==> src/rtl/baud_tick_gen_frac_if.sv <==
// ---------------------------------------------------------------------------
// baud_tick_gen_frac_if
//   Control / tick bundle of the fractional baud-rate generator.
//   master : the UART side that sets the divisor and consumes the ticks
//   slave  : the generator itself
//   Signals
//     en, restart           count enable and phase restart
//     div_int, div_frac     divisor to be loaded, sampled on div_load
//     div_load              1-cycle load strobe
//     div_pend, cfg_err     load status
//     os_tick, mid_tick,
//     bit_tick, os_idx      timing outputs
// ---------------------------------------------------------------------------
interface baud_tick_gen_frac_if #(
    parameter int CNT_W  = 16,
    parameter int FRAC_W = 4,
    parameter int OVS    = 16
);
    localparam int IDX_W = $clog2(OVS);

    logic              en;
    logic              restart;
    logic [CNT_W-1:0]  div_int;
    logic [FRAC_W-1:0] div_frac;
    logic              div_load;
    logic              div_pend;
    logic              cfg_err;
    logic              os_tick;
    logic              mid_tick;
    logic              bit_tick;
    logic [IDX_W-1:0]  os_idx;

    modport master (
        output en, restart, div_int, div_frac, div_load,
        input  div_pend, cfg_err, os_tick, mid_tick, bit_tick, os_idx
    );

    modport slave (
        input  en, restart, div_int, div_frac, div_load,
        output div_pend, cfg_err, os_tick, mid_tick, bit_tick, os_idx
    );
endinterface

==> src/rtl/baud_tick_gen_frac.sv <==
// ---------------------------------------------------------------------------
// baud_tick_gen_frac
//   Fractional baud-rate generator. A period counter runs to act_int+ext,
//   where ext is the carry of a FRAC_W-bit accumulator stepped by act_frac
//   on every oversample tick, so the long-term period is
//   act_int + act_frac/2^FRAC_W clocks. Every OVS oversample ticks form one
//   bit; mid_tick and bit_tick mark the sample point and the bit end.
//   Ports
//     clk   system clock
//     rst   asynchronous reset, active low
//     bus   baud_tick_gen_frac_if.slave (controls, divisor load, ticks)
// ---------------------------------------------------------------------------
module baud_tick_gen_frac #(
    parameter int CNT_W    = 16,
    parameter int FRAC_W   = 4,
    parameter int OVS      = 16,
    parameter int DEF_INT  = 325,
    parameter int DEF_FRAC = 8
) (
    input  logic                 clk,
    input  logic                 rst,
    baud_tick_gen_frac_if.slave  bus
);
    localparam int IDX_W = $clog2(OVS);

    logic [CNT_W-1:0]  act_int_r;
    logic [FRAC_W-1:0] act_frac_r;
    logic [CNT_W-1:0]  shd_int_r;
    logic [FRAC_W-1:0] shd_frac_r;
    logic [CNT_W-1:0]  cnt_r;
    logic [FRAC_W-1:0] frac_acc_r;
    logic              ext_r;
    logic [IDX_W-1:0]  os_idx_r;
    logic              div_pend_r;
    logic              cfg_err_r;

    logic [CNT_W:0]    len_m1_s;
    logic [FRAC_W:0]   sum_s;
    logic              os_tick_s;
    logic              apply_s;
    logic              load_ok_s;
    logic              load_bad_s;

    // Period decode, accumulator sum, divisor apply/load qualification.
    always_comb begin
        // One bit wider than the counter so act_int=max with ext=1 cannot wrap.
        len_m1_s   = {1'b0, act_int_r} + {{CNT_W{1'b0}}, ext_r} - {{CNT_W{1'b0}}, 1'b1};
        // Restart owns the cycle, so it suppresses a tick that would otherwise fire.
        os_tick_s  = bus.en & ~bus.restart & ({1'b0, cnt_r} == len_m1_s);
        sum_s      = {1'b0, frac_acc_r} + {1'b0, act_frac_r};
        // div_pend_r is a flop, so an apply can only happen strictly after the load cycle.
        apply_s    = div_pend_r & (os_tick_s | bus.restart | ~bus.en);
        load_ok_s  = bus.div_load & (bus.div_int >= CNT_W'(2));
        load_bad_s = bus.div_load & ~load_ok_s;
    end

    // Period counter, fractional accumulator and oversample index.
    always_ff @(posedge clk or negedge rst) begin
        if (!rst) begin
            cnt_r      <= {CNT_W{1'b0}};
            frac_acc_r <= {FRAC_W{1'b0}};
            ext_r      <= 1'b0;
            os_idx_r   <= {IDX_W{1'b0}};
        end else if (bus.restart) begin
            cnt_r      <= {CNT_W{1'b0}};
            frac_acc_r <= {FRAC_W{1'b0}};
            ext_r      <= 1'b0;
            os_idx_r   <= {IDX_W{1'b0}};
        end else if (os_tick_s) begin
            cnt_r      <= {CNT_W{1'b0}};
            frac_acc_r <= sum_s[FRAC_W-1:0];
            // The carry stretches the period that starts now, i.e. the one after the overflow.
            ext_r      <= sum_s[FRAC_W];
            os_idx_r   <= (os_idx_r == IDX_W'(OVS - 1)) ? {IDX_W{1'b0}} : os_idx_r + IDX_W'(1);
        end else if (bus.en) begin
            cnt_r      <= cnt_r + CNT_W'(1);
        end else begin
            cnt_r      <= cnt_r;
            frac_acc_r <= frac_acc_r;
            ext_r      <= ext_r;
            os_idx_r   <= os_idx_r;
        end
    end

    // Active/shadow divisor registers and load status.
    always_ff @(posedge clk or negedge rst) begin
        if (!rst) begin
            act_int_r  <= CNT_W'(DEF_INT);
            act_frac_r <= FRAC_W'(DEF_FRAC);
            shd_int_r  <= CNT_W'(DEF_INT);
            shd_frac_r <= FRAC_W'(DEF_FRAC);
            div_pend_r <= 1'b0;
            cfg_err_r  <= 1'b0;
        end else begin
            // Apply uses the shadow as it was before any load in this same cycle.
            if (apply_s) begin
                act_int_r  <= shd_int_r;
                act_frac_r <= shd_frac_r;
            end else begin
                act_int_r  <= act_int_r;
                act_frac_r <= act_frac_r;
            end
            if (load_ok_s) begin
                shd_int_r  <= bus.div_int;
                shd_frac_r <= bus.div_frac;
                div_pend_r <= 1'b1;
                cfg_err_r  <= 1'b0;
            end else if (load_bad_s) begin
                shd_int_r  <= shd_int_r;
                shd_frac_r <= shd_frac_r;
                div_pend_r <= div_pend_r & ~apply_s;
                cfg_err_r  <= 1'b1;
            end else begin
                shd_int_r  <= shd_int_r;
                shd_frac_r <= shd_frac_r;
                div_pend_r <= div_pend_r & ~apply_s;
                cfg_err_r  <= cfg_err_r;
            end
        end
    end

    // Ticks are decoded from state plus en so they coincide with the counter wrap.
    assign bus.os_tick  = os_tick_s;
    assign bus.mid_tick = os_tick_s & (os_idx_r == IDX_W'(OVS / 2 - 1));
    assign bus.bit_tick = os_tick_s & (os_idx_r == IDX_W'(OVS - 1));
    assign bus.os_idx   = os_idx_r;
    assign bus.div_pend = div_pend_r;
    assign bus.cfg_err  = cfg_err_r;

endmodule
==> src/flat_wrapper.sv <==
// flat-port wrapper written by rule: the top's interface ports become plain ports
module baud_tick_gen_frac_flat 
#(
    parameter int CNT_W    = 16,
    parameter int FRAC_W   = 4,
    parameter int OVS      = 16,
    parameter int DEF_INT  = 325,
    parameter int DEF_FRAC = 8
)
  (clk, rst, bus_en, bus_restart, bus_div_int, bus_div_frac, bus_div_load, bus_div_pend, bus_cfg_err, bus_os_tick, bus_mid_tick, bus_bit_tick, bus_os_idx);
  baud_tick_gen_frac_if #(.CNT_W(CNT_W), .FRAC_W(FRAC_W), .OVS(OVS)) bus_i ();
  input  logic clk;
  input  logic rst;
  input wire logic [$bits(bus_i.en)-1:0] bus_en;
  input wire logic [$bits(bus_i.restart)-1:0] bus_restart;
  input wire logic [$bits(bus_i.div_int)-1:0] bus_div_int;
  input wire logic [$bits(bus_i.div_frac)-1:0] bus_div_frac;
  input wire logic [$bits(bus_i.div_load)-1:0] bus_div_load;
  output wire logic [$bits(bus_i.div_pend)-1:0] bus_div_pend;
  output wire logic [$bits(bus_i.cfg_err)-1:0] bus_cfg_err;
  output wire logic [$bits(bus_i.os_tick)-1:0] bus_os_tick;
  output wire logic [$bits(bus_i.mid_tick)-1:0] bus_mid_tick;
  output wire logic [$bits(bus_i.bit_tick)-1:0] bus_bit_tick;
  output wire logic [$bits(bus_i.os_idx)-1:0] bus_os_idx;
  assign bus_i.en = bus_en;
  assign bus_i.restart = bus_restart;
  assign bus_i.div_int = bus_div_int;
  assign bus_i.div_frac = bus_div_frac;
  assign bus_i.div_load = bus_div_load;
  assign bus_div_pend = bus_i.div_pend;
  assign bus_cfg_err = bus_i.cfg_err;
  assign bus_os_tick = bus_i.os_tick;
  assign bus_mid_tick = bus_i.mid_tick;
  assign bus_bit_tick = bus_i.bit_tick;
  assign bus_os_idx = bus_i.os_idx;
  baud_tick_gen_frac #(.CNT_W(CNT_W), .FRAC_W(FRAC_W), .OVS(OVS), .DEF_INT(DEF_INT), .DEF_FRAC(DEF_FRAC)) u_core (.clk(clk), .rst(rst), .bus(bus_i));
endmodule
==> config.mk <==
export PLATFORM = sky130hd
export DESIGN_NAME = baud_tick_gen_frac_flat
export DESIGN_NICKNAME = d
export VERILOG_FILES = /design/src/rtl/baud_tick_gen_frac_if.sv /design/src/rtl/baud_tick_gen_frac.sv /design/src/flat_wrapper.sv
export SDC_FILE = /design/constraint.sdc
export NUM_CORES = 1
export LEC_CHECK = 0
export BUFFER_PORTS_ARGS = -buffer_cell sky130_fd_sc_hd__buf_4
export CORE_MARGIN = 3
export CORE_UTILIZATION = 54
export CTS_CLUSTER_DIAMETER = 30
export DETAILED_ROUTE_END_ITERATION = 8
export PLACE_DENSITY_LB_ADDON = 0.08
export SYNTH_ARGS = -nofsm -noshare
export SYNTH_HDL_FRONTEND = slang
export SYNTH_SLANG_ARGS = --single-unit
==> constraint.sdc <==
create_clock -name clk -period 2.7 [get_ports clk]
set_input_delay 0.135 -clock clk [delete_from_list [all_inputs] [get_ports clk]]
set_output_delay 0.135 -clock clk [all_outputs]
set_load 0.02 [all_outputs]
==> results.md <==
* Ports at 34
* Wire per inst at ~17 um
* # fillers at approximately 520
* PD cells at about 530 mW/mm2
* Slew Viols, Final at 0
* F_max at ~0.34 GHz
* LEAKAGE at ~2.1 nW
* Clk root buf: clkbuf_8
* Post-Layout Cell Count at about 560
* Fin nets at between 400 and 500
* TritonCTS clock tree: built
* Syn Inst Count at about 390
* Post-synthesis xor/xnor area fraction at under 10%
* Relative slew margins at between 40% and 50%
* Met3 WL at around 440 um
* Overall die height at approximately 92 um
* Mux cell area share after synthesis at under 10%
* CP most frequent cell: ha_4
* Synthesis-stage register bit count at 67
* Asr flop ratio synth at 100%
* Chip Width at 91.6 um
* Drt drc at 0
* Tot Pwr at about 2.7 mW
* Setup CP Type: flip-flop to flip-flop
* Htree depth at 3
* Area share of fa/ha/maj cells after synthesis at slightly above 3%
* Required time of the critical path at a little under 3000 ps
* Seq/Total Area, Yosys at between 40% and 50%
* Largest family of logic cells by synthesized area: simple AND/OR/NAND/NOR gates
* Synthesized-area fraction occupied by and/or/nand/nor cells at 20.5%
* Multi-input gate area at between 0.002 and 0.0025 mm2
* Metal-1 WL at 4250 um
* Worst VDD drop at 0.449 mV
* DR vias/cell at about 6
* Routed Antenna Nets at 0
* Clk buf depth at 2
* Top sig layer: met4
* Run status: finished with violations
* Crit-path cells: inv_2 -> ha_4 -> ha_4 -> buf_4 -> xnor2_1 -> a221oi_1 -> a41oi_1 -> a21o_1 -> or4_4 -> buf_12 -> a2111oi_4 -> a211oi_1
* Synth area leaders: dfrtp_1, o211ai_1, dfstp_2, mux2_2, xor2_1
* Hold_ws at about 13 ps
* Post-synth EDFFs at 0
* I/O Buffers at 33
* Synth Area in Compound Gates at 16.7%
* Area of the die at between 0.008 and 0.009 mm2
* Setup Skew at 12.7 ps
* Initial core utilization at a little under three fifths
* Synth Cell Area at 0.00395 mm2
* Core Region at a little under 0.007 mm2
* HP Class: primary input to flip-flop
* Critical Path Fanout Max at 11
* Seq. cell area at between 0.0015 and 0.002 mm2
* Area leader, netlist: dfrtp_1
* Synthesized Nets at 428
* Final Cell Area at ~0.005 mm2
* CTS Sinks at 67
* Clock Pin Slew Worst Setup and Hold Paths at ~80 ps
* Ys flop type: dfrtp_1
* Number of global-route vias before repair at between 3k and 4k
* Initial DRC Count at roughly 180
* Failing checks: setup timing
* Rows at 30
* Largest net degree at the start of global routing at 68
* Crit share post-route at 110%
* Slew @ Worst Pin at 841 ps
* Share of post-route cells with drive strength above 1 at a little over a third
* Warnings from Yosys at 0
* Final setup vio count at 48
* First-pass GRT wire length at roughly 15000 um
* Antenna violations before repair at 0
* Detailed Routing Iterations Pass 1 at 4
* Final critical-path required period at ~3000 ps
* Final WS setup at -278 ps
* GRT Overall Usage at 22.9%
* Critical path's largest stage delay at ~600 ps
* DP Area at approximately 0.0045 mm2
* Ant diodes at 0
* Setup crit end kind: flip-flop
* Max-Cap Viols at 0
* WP data arrival at between 3000 and 4000 ps
* Worst skew pair latency at roughly 350 ps
* Cell count after placement at 532
* DP HPWL at 6220 um
* Synth top area share at approximately 36%
* Startpoint types: flip-flop
* GRT overflow at 0
* CP delay by family, top: compound AO/OA/AOI/OAI gates
* Area Growth Syn to Fin at 28.0%
* Syn_area_per_cell at 10.0 um2
* RD Place Congestion at about 0.89
* Final wirelength at 9380 um
* Via count at around 3.3k
* Fin util at around 73%
* Hold Vio Cnt, Final at 0
* Crit path buf inv count at 3
* Unrepaired setup endpoints after global routing: true
* CTS buffer count at 9
* Post-synth cell types at 54
* DR WL met2 at 4480 um
* Slowest stage cell, crit path: or4_4
==> cells in the mapped netlist, drive strengths merged, types with 4 or more instances <==
cell type,n
mux2,19
or3,7
buf,6
nand2,32
nand2b,29
nand4,6
a21oi,10
o211ai,41
xnor2,12
a21o,4
nor4,8
dfstp,10
clkbuf,18
inv,8
ha,8
nor3,21
dfrtp,57
o21ai,14
nor2,12
xor2,23
nand3,16
==> cells by family (layout without fill, tap and decap cells) <==
family,after synthesis,after routing
multiplexers,19,19
AO/OA/AOI/OAI,86,86
flip-flops,67,67
buffers and inverters,32,104
XOR/XNOR,35,35
adder cells (fa/ha/maj),9,9
AND/OR/NAND/NOR,146,146
==> flip-flops by register name, summed over array words and instances (netlist names) <==
| signal | count |
|---|---|
| u_core.bus.cfg_err | 1 |
| u_core.shd_int_r | 16 |
| u_core.act_int_r | 16 |
| u_core.bus.div_pend | 1 |
| u_core.cnt_r | 16 |
| u_core.act_frac_r | 4 |
| u_core.shd_frac_r | 4 |
| u_core.ext_r | 1 |
| u_core.frac_acc_r | 4 |
| u_core.bus.os_idx | 4 |
==> stage by stage <==
step / setup slack, ps / setup TNS [ps]
4_1_cts: -251 / -6530
5_1_grt: -419 / -15200
6_report: -278 / -8860
2_1_floorplan: -86.3 / -980
3_3_place_gp: -101 / -3090
3_5_place_dp: -176 / -5390
==> path summary, 6_finish.rpt <==
kind	startpoint	endpoint	slack, ps	cells after the start
min reg2reg	u_core.shd_int_r[2]$_DFFE_PN1P_	u_core.shd_int_r[2]$_DFFE_PN1P_	500	2
max	u_core.act_int_r[0]$_DFFE_PN1P_	u_core.ext_r$_DFFE_PN0P_	-280	12
max in group asynchronous	rst	u_core.act_frac_r[1]$_DFFE_PN0P_	1720	2
max reg2reg	u_core.act_int_r[0]$_DFFE_PN1P_	u_core.ext_r$_DFFE_PN0P_	-280	12
min in group asynchronous	rst	u_core.cnt_r[5]$_DFFE_PN0P_	420	2
min	bus_div_frac[2]	u_core.shd_frac_r[2]$_DFFE_PN0P_	10	2
==> power breakdown <==
part	switching, mW	leakage (nW)	internal [mW]
clock network	0.415	0.0925	0.428
registers	0.0826	0.833	1.10
logic	0.330	1.17	0.322
total	0.827	2.09	1.86
==> layer usage <==
layer / GRT usage (%) / up-vias
met2: 36.1 / 74
met3: 5.72 / 18
met5: 0 / -
met1: 31.1 / 1618
li1: - / 1581
met4: 7.04 / 0
==> placed cells by master (no fill, tap or decap), drive strengths merged, types with 4 or more instances in the layout <==
cell type,n
nor3,21
nor4,8
nand4,6
or3,7
xnor2,12
xor2,23
dfstp,10
nand2,32
mux2,19
inv,8
nand3,16
nand2b,29
o21ai,14
a21oi,10
a21o,4
nor2,12
clkbuf,13
o211ai,41
ha,8
buf,74
dfrtp,57
==> repair_timing <==
item,CTS,global route
pin swaps,8,16
setup endpoints to repair,49,48
hold buffers,2,1
hold endpoints to repair,58,1
setup buffers,4,4
cloned,0,3
gates resized for setup,23,16
==> area by class of cell <==
cell class,count,area share [%]
Clock buffer,10,2.52
Tap cell,96,2.37
Clock inverter,6,1.34
Inverter,8,0.593
Sequential cell,67,33.4
Multi-Input combinational cell,295,45.0
Timing Repair Buffer,80,14.8
Power figures use the tool's default switching activity.
